### src/rtl/key_serial_loader_if.sv
// Handshake and key-bus bundle for key_serial_loader.
// master = provisioning side driving the serial stream, slave = loader.
interface key_serial_loader_if #(
    parameter int unsigned KEY_WIDTH = 4
);
    logic                 load_start;
    logic                 abort;
    logic                 sdi;
    logic                 sdi_valid;
    logic                 sdi_ready;
    logic [KEY_WIDTH-1:0] key_out;
    logic                 key_valid;
    logic                 load_done;
    logic                 key_err;
    logic                 locked;

    modport master (
        output load_start, abort, sdi, sdi_valid,
        input  sdi_ready, key_out, key_valid, load_done, key_err, locked
    );

    modport slave (
        input  load_start, abort, sdi, sdi_valid,
        output sdi_ready, key_out, key_valid, load_done, key_err, locked
    );
endinterface

### src/rtl/key_serial_loader.sv
// Serial key loader: shifts a key in MSB first and commits it atomically to the key bus.
// Define KEY_LOADER_PARITY_EN to add an even-parity check with fail counting and lockout.
module key_serial_loader #(
    parameter int unsigned KEY_WIDTH = 4,
    parameter int unsigned MAX_FAIL  = 3
) (
    input  logic               clk,
    input  logic               rst_n,
    key_serial_loader_if.slave bus
);

    localparam int unsigned CNT_W = $clog2(KEY_WIDTH + 1);
    localparam logic [CNT_W-1:0] LAST_BIT = CNT_W'(KEY_WIDTH - 1);

    if (KEY_WIDTH < 2 || KEY_WIDTH > 64 || MAX_FAIL < 1) begin : g_bad_cfg
        $error("key_serial_loader: KEY_WIDTH must be 2..64 and MAX_FAIL at least 1");
    end

`ifdef KEY_LOADER_PARITY_EN
    localparam int unsigned FAIL_W = $clog2(MAX_FAIL + 1);
    localparam logic [FAIL_W-1:0] FAIL_LAST = FAIL_W'(MAX_FAIL - 1);

    typedef enum logic [2:0] {
        S_IDLE,
        S_SHIFT,
        S_CHECK,
        S_COMMIT,
        S_LOCKOUT
    } state_t;
`else
    typedef enum logic [1:0] {
        S_IDLE,
        S_SHIFT,
        S_COMMIT
    } state_t;
`endif

    state_t               state_q, state_d;
    logic [KEY_WIDTH-1:0] shadow_q, shadow_d;
    logic [KEY_WIDTH-1:0] key_q, key_d;
    logic [CNT_W-1:0]     cnt_q, cnt_d;
    logic                 key_valid_q, key_valid_d;
    logic                 load_done_q, load_done_d;
    logic                 ready;
`ifdef KEY_LOADER_PARITY_EN
    logic [FAIL_W-1:0]    fail_q, fail_d;
    logic                 key_err_q, key_err_d;
`endif

    always_comb begin
        state_d     = state_q;
        shadow_d    = shadow_q;
        key_d       = key_q;
        cnt_d       = cnt_q;
        key_valid_d = key_valid_q;
        load_done_d = 1'b0;
        ready       = 1'b0;
`ifdef KEY_LOADER_PARITY_EN
        fail_d      = fail_q;
        key_err_d   = 1'b0;
`endif

        unique case (state_q)
            S_IDLE: begin
                if (bus.load_start && !bus.abort) begin
                    state_d  = S_SHIFT;
                    shadow_d = '0;
                    cnt_d    = '0;
                end
            end

            // abort beats restart, restart beats the bit on the wire
            S_SHIFT: begin
                ready = 1'b1;
                if (bus.abort) begin
                    state_d  = S_IDLE;
                    shadow_d = '0;
                    cnt_d    = '0;
                end else if (bus.load_start) begin
                    shadow_d = '0;
                    cnt_d    = '0;
                end else if (bus.sdi_valid) begin
                    shadow_d = {shadow_q[KEY_WIDTH-2:0], bus.sdi};
                    cnt_d    = cnt_q + CNT_W'(1);
                    if (cnt_q == LAST_BIT) begin
`ifdef KEY_LOADER_PARITY_EN
                        state_d = S_CHECK;
`else
                        state_d = S_COMMIT;
`endif
                    end
                end
            end

`ifdef KEY_LOADER_PARITY_EN
            S_CHECK: begin
                ready = 1'b1;
                if (bus.abort) begin
                    state_d  = S_IDLE;
                    shadow_d = '0;
                    cnt_d    = '0;
                end else if (bus.load_start) begin
                    state_d  = S_SHIFT;
                    shadow_d = '0;
                    cnt_d    = '0;
                end else if (bus.sdi_valid) begin
                    if (bus.sdi == ^shadow_q) begin
                        state_d = S_COMMIT;
                        fail_d  = '0;
                    end else begin
                        key_err_d = 1'b1;
                        shadow_d  = '0;
                        cnt_d     = '0;
                        fail_d    = fail_q + FAIL_W'(1);
                        if (fail_q == FAIL_LAST) begin
                            state_d     = S_LOCKOUT;
                            key_d       = '0;
                            key_valid_d = 1'b0;
                        end else begin
                            state_d = S_IDLE;
                        end
                    end
                end
            end

            S_LOCKOUT: begin
                state_d = S_LOCKOUT;
            end
`endif

            S_COMMIT: begin
                key_d       = shadow_q;
                key_valid_d = 1'b1;
                load_done_d = 1'b1;
                cnt_d       = '0;
                state_d     = S_IDLE;
            end

            default: begin
                state_d = S_IDLE;
            end
        endcase
    end

    always_ff @(posedge clk) begin
        if (!rst_n) begin
            state_q     <= S_IDLE;
            shadow_q    <= '0;
            key_q       <= '0;
            cnt_q       <= '0;
            key_valid_q <= 1'b0;
            load_done_q <= 1'b0;
`ifdef KEY_LOADER_PARITY_EN
            fail_q      <= '0;
            key_err_q   <= 1'b0;
`endif
        end else begin
            state_q     <= state_d;
            shadow_q    <= shadow_d;
            key_q       <= key_d;
            cnt_q       <= cnt_d;
            key_valid_q <= key_valid_d;
            load_done_q <= load_done_d;
`ifdef KEY_LOADER_PARITY_EN
            fail_q      <= fail_d;
            key_err_q   <= key_err_d;
`endif
        end
    end

    assign bus.sdi_ready = ready;
    assign bus.key_out   = key_q;
    assign bus.key_valid = key_valid_q;
    assign bus.load_done = load_done_q;
`ifdef KEY_LOADER_PARITY_EN
    assign bus.key_err   = key_err_q;
    assign bus.locked    = (state_q == S_LOCKOUT);
`else
    assign bus.key_err   = 1'b0;
    assign bus.locked    = 1'b0;
`endif

endmodule

### src/flat_wrapper.sv
// flat-port wrapper written by rule: the top's interface ports become plain ports
module key_serial_loader_flat 
#(
    parameter int unsigned KEY_WIDTH = 4,
    parameter int unsigned MAX_FAIL  = 3
)
  (clk, rst_n, bus_load_start, bus_abort, bus_sdi, bus_sdi_valid, bus_sdi_ready, bus_key_out, bus_key_valid, bus_load_done, bus_key_err, bus_locked);
  key_serial_loader_if #(.KEY_WIDTH(KEY_WIDTH)) bus_i ();
  input  logic clk;
  input  logic rst_n;
  input wire logic [$bits(bus_i.load_start)-1:0] bus_load_start;
  input wire logic [$bits(bus_i.abort)-1:0] bus_abort;
  input wire logic [$bits(bus_i.sdi)-1:0] bus_sdi;
  input wire logic [$bits(bus_i.sdi_valid)-1:0] bus_sdi_valid;
  output wire logic [$bits(bus_i.sdi_ready)-1:0] bus_sdi_ready;
  output wire logic [$bits(bus_i.key_out)-1:0] bus_key_out;
  output wire logic [$bits(bus_i.key_valid)-1:0] bus_key_valid;
  output wire logic [$bits(bus_i.load_done)-1:0] bus_load_done;
  output wire logic [$bits(bus_i.key_err)-1:0] bus_key_err;
  output wire logic [$bits(bus_i.locked)-1:0] bus_locked;
  assign bus_i.load_start = bus_load_start;
  assign bus_i.abort = bus_abort;
  assign bus_i.sdi = bus_sdi;
  assign bus_i.sdi_valid = bus_sdi_valid;
  assign bus_sdi_ready = bus_i.sdi_ready;
  assign bus_key_out = bus_i.key_out;
  assign bus_key_valid = bus_i.key_valid;
  assign bus_load_done = bus_i.load_done;
  assign bus_key_err = bus_i.key_err;
  assign bus_locked = bus_i.locked;
  key_serial_loader #(.KEY_WIDTH(KEY_WIDTH), .MAX_FAIL(MAX_FAIL)) u_core (.clk(clk), .rst_n(rst_n), .bus(bus_i));
endmodule
### config.mk
export PLATFORM = sky130hd
export DESIGN_NAME = key_serial_loader_flat
export DESIGN_NICKNAME = d
export VERILOG_FILES = /design/src/rtl/key_serial_loader_if.sv /design/src/rtl/key_serial_loader.sv /design/src/flat_wrapper.sv
export SDC_FILE = /design/constraint.sdc
export NUM_CORES = 1
export LEC_CHECK = 0
export ABC_CLOCK_PERIOD_IN_PS = 2000
export BUFFER_PORTS_ARGS = -buffer_cell sky130_fd_sc_hd__buf_2
export CORE_ASPECT_RATIO = 0.6
export CORE_UTILIZATION = 30
export DETAILED_ROUTE_END_ITERATION = 12
export PLACE_DENSITY = 0.52
export RECOVER_POWER = 50
export SLEW_MARGIN = 5
export SYNTH_ARGS = -nofsm -noshare
export SYNTH_HDL_FRONTEND = slang
export SYNTH_SLANG_ARGS = --single-unit
### constraint.sdc
create_clock -name clk -period 2 [get_ports clk]
set_input_delay 0.3 -clock clk [delete_from_list [all_inputs] [get_ports clk]]
set_output_delay 0.3 -clock clk [all_outputs]
set_load 0.1 [all_outputs]
Yosys cells after proc, flatten, opt, wreduce, memory -nomap -nowiden
Index checks and enable logic that the tools add are counted.
W data, S select, Z words.
{ "word_totals": {"ff_bits": 15, "inputBits": 6, "output_inout_bits": 9, "wordCells": 41} }
{ "classes": {"addsub": 1, "eq_ne": 8, "mux": 18, "reduce_logical": 8} }
{ "ops": {"columns": ["operator", "n"], "rows": [
  ["$mux W4", 4],
  ["$mux W3", 4],
  ["$mux W2", 5],
  ["$pmux W3 S3", 1],
  ["$pmux W4 S2", 1],
  ["$ne A3 B3 Y1 const B", 2],
  ["$reduce_and A3 Y1", 2],
  ["$ne A4 B4 Y1 const B", 1],
  ["$pmux W2 S2", 1],
  ["$reduce_and A4 Y1", 1],
  ["$add A3 B1 Y3 const B", 1],
  ["$eq A3 B2 Y1 const B", 1],
  ["$ne A3 B2 Y1 const B", 1],
  ["$reduce_bool A3 Y1", 1],
  ["$eq A2 B1 Y1 const B", 1],
  ["$eq A2 B2 Y1 const B", 1],
  ["$logic_not A2 Y1", 1],
  ["$mux W1", 2],
  ["$ne A2 B1 Y1 const B", 1],
  ["$reduce_bool A2 Y1", 1],
  ["$logic_and A1 B1 Y1", 1],
  ["$logic_not A1 Y1", 1]
]} }

Longest topological paths before layout
{ "depth": {"word_depth": 6, "ltp_mapped": 5, "ltp_nobuf": 5} }

Least setup slack after synthesis
Ideal clock, no wire load.
{ "synth_path": {"path_type": "reg-to-output", "startpoint": "register u_core.state_q[1]", "endpoint": "output port bus_sdi_ready", "arrival_time_ps": 1116, "t_required_ps": 1700, "setup_slack_ps": 584, "path_stages_with_launch": 3, "path_buffers": 0, "path_cell_list": "dfxtp_1 -> nand2b_1 -> inv_1"} }
{ "synth_via": {"elab_chain_len": 2} }
{ "synth_lines": {"columns": ["element", "line", "text"], "rows": [
  ["start: declaration", "key_serial_loader.sv:38", "state_t state_q, state_d;"],
  ["start signal: assignment", "key_serial_loader.sv:158", "state_q <= state_d;"],
  ["$eq A2 B1 Y1", "key_serial_loader.sv:63", "unique case (state_q)"],
  ["$mux W1", "key_serial_loader.sv:63", null],
  ["end: declaration", "flat_wrapper.sv:15", "output wire logic [$bits(bus_i.sdi_ready)-1:0] bus_sdi_ready;"]
]} }
No other way between the ends.

Worst setup path in the final report
Ends and elaborated chain as after synthesis.

==> metrics.cfg <==
[clocking]
numCtsBuffers = 3
cts_setup_buffers = 0
cts_resized = 0
cts-root-buf = clkbuf_4
holdBufCountCts = 0
clkTransAtPathRegs_ps = 80
cts_sinks = 15
cts_buffer_depth = 2
insertion_delay_ps = 290
cts_tree = built
htreeDepth = 1

[timing]
tns_ps = 0
finalCritPeriodShare = 0.800
relSlewSlack = 0.665
layout_setup_ws_ps = 399
worst_pin_slew_ps = 501
finalMaxSlewViolations = 0
rsz0062_at_grt = no
post-route-min-period_ps = 1600
hold_violations = 0
clock.fmax_mhz = 625
hold_ws_ps = 236
clock_skew_ps = 4.07
setup_viol = 0

[detailed_routing]
wl_per_cell_um = 11.3
drtPass1Iterations = 4
vias = 508
via_per_inst = 4.54
drc_errors = 0
wl_mm = 1.27
drt_iter0_markers = 15
ant_nets = 0

[finish]
fin_nets = 93
syn_to_final_growth_pct = 14.5
drive_gt1_frac = 0.202
final_cells = 112
antennaDiodeCount = 0

[floorplanning]
pin_count = 15
rows = 12
start_util = 0.335
core-area_mm2 = 0.00194
dieWidth_um = 62.1
fp.dieArea_mm2 = 0.00236
fp.dieH_um = 38.0

[critical_path]
worst_r2r_startpoint = u_core.cnt_q[0]
path_class = reg -> out
critPathMaxFanout = 7
r2r_setup_slack_ps = 750
path_delay_family = buffers and inverters
critPathSlowestCell = buf_2
cp.arrival_ps = 1300
max_stage_delay_ps = 410
path_cells = nand2b_1 > inv_1 > buf_2
path_buf_inv = 2
r2r_end = u_core.state_q[0]
start_kind = flip-flop
cp-end-kind = primary output
ff2ff_path_depth = 5
required_ps = 1700

[global_routing]
grt-ovfl-total = 0
antenna_found_initial = 0
grt_max_degree = 16
grt_usage = 0.135
grt_pass1_vias = 452
grt_pass1_wl_mm = 2.10

[power]
leakage_nw = 0.310
power_mw = 0.531
p_sw_frac = 0.266
power_switching_mw = 0.141
combPwrFrac = 0.101
clockPowerShare = 0.332
p_per_area_mw_per_mm2 = 715
peakVddDrop_mv = 0.216
p_int_mw = 0.390
p_seq_frac = 0.566

[worst_hold_path]
holdPathEnd = u_core.state_q[0]
hp-class = in -> reg
min_delay_path_depth = 2
min_from = bus_abort

[synthesis]
yosys_register_bits = 15
yosysTopAreaCell = dfxtp_1
synthDistinctLibCells = 24
synth_area_um2 = 649
avgSynthCellArea_um2 = 9.28
synth_top_area_frac = 0.462
yosys_warnings = 0
synthCells = 70
yosysSeqAreaShare = 0.462
synthTopCellsByArea = dfxtp_1 46%, nand2_1 8.1%, mux2i_1 6.2%

[placed_design]
dpl_worst_slack_ps = 687
dp.cells = 108
gp_congestion = 0.650
dp_hpwl_um = 950
io_buffer_count = 12

[status]
status = completed

[flow_run]
drv_cap = 0

power by group through the flow:
stage	registers, mW	logic [mW]	clock network (mW)
5_1_grt	0.301	0.0578	0.200
6_report	0.301	0.0539	0.176
4_1_cts	0.301	0.0570	0.178
3_3_place_gp	0.308	0.0567	0
3_5_place_dp	0.308	0.0570	0
2_1_floorplan	0.308	0.0471	0
Yosys cell counts (all sizes together):
library cell  count
a21boi            4
o32a              1
clkbuf            1
conb              1
and4bb            1
o32ai             1
o22ai             3
nand2b            1
ha                2
o21a              1
a21oi             1
nand3             8
nor4b             1
buf               2
dfxtp            15
and2              1
mux2i             4
nand2            14
nor2              2
and2b             1
or2b              1
inv               4
sequential cells by signal, indices dropped and copies added (netlist names):
register              cells
u_core.bus.key_out        4
u_core.cnt_q              3
u_core.state_q            2
u_core.bus.key_valid      1
u_core.shadow_q           4
u_core.bus.load_done      1
cell families after synthesis:
| group | synth area share |
|---|---|
| buffers and inverters | 0.0520 |
| AO/OA/AOI/OAI | 0.143 |
| adder cells (fa/ha/maj) | 0.0385 |
| multiplexers | 0.0617 |
| flip-flops | 0.462 |
| AND/OR/NAND/NOR | 0.237 |
| other | 0.00577 |
layout make-up:
type	instances	area [µm²]
inverter	4	15.0
tap	28	35.0
clock buffer	4	26.3
multi-input combinational	49	307
timing repair buffer	12	60.1
fill	214	1190
sequential	15	300
layout by cell type, fill, tap and decap left out, types with 2 or more instances in the layout:
cell type,count
dfxtp_1,15
nand2_1,14
buf_2,12
nand3_1,7
mux2i_1,4
a21boi_0,4
inv_1,3
o22ai_1,3
clkbuf_4,3
nor2_1,2
ha_1,2
conb_1,2
how the worst max path moves through the flow:
stage	start	end	cells past startpoint
detailed placement	u_core.state_q[1]	bus_sdi_ready	3
CTS	u_core.state_q[1]	bus_sdi_ready	3
global placement	u_core.state_q[1]	bus_sdi_ready	3
finish	u_core.state_q[1]	bus_sdi_ready	3
global route	u_core.state_q[1]	bus_sdi_ready	3
floorplan	u_core.state_q[1]	bus_sdi_ready	2
through the flow:
stage | instance area, µm² | util
after floorplan | 653 | -
after global placement | 729 | 0.377
after detailed placement | 729 | 0.377
after CTS | 756 | 0.390
after global routing | 743 | 0.384
final | 743 | 0.384
routing by layer:
layer	GRT usage	part of all wire	vias up
li1	-	-	267
met1	0.181	0.54	226
met2	0.178	0.38	10
met3	0.0709	0.064	5
met4	0.0500	0.014	0
met5	0	0	-
(Power assumes the default switching activity.)
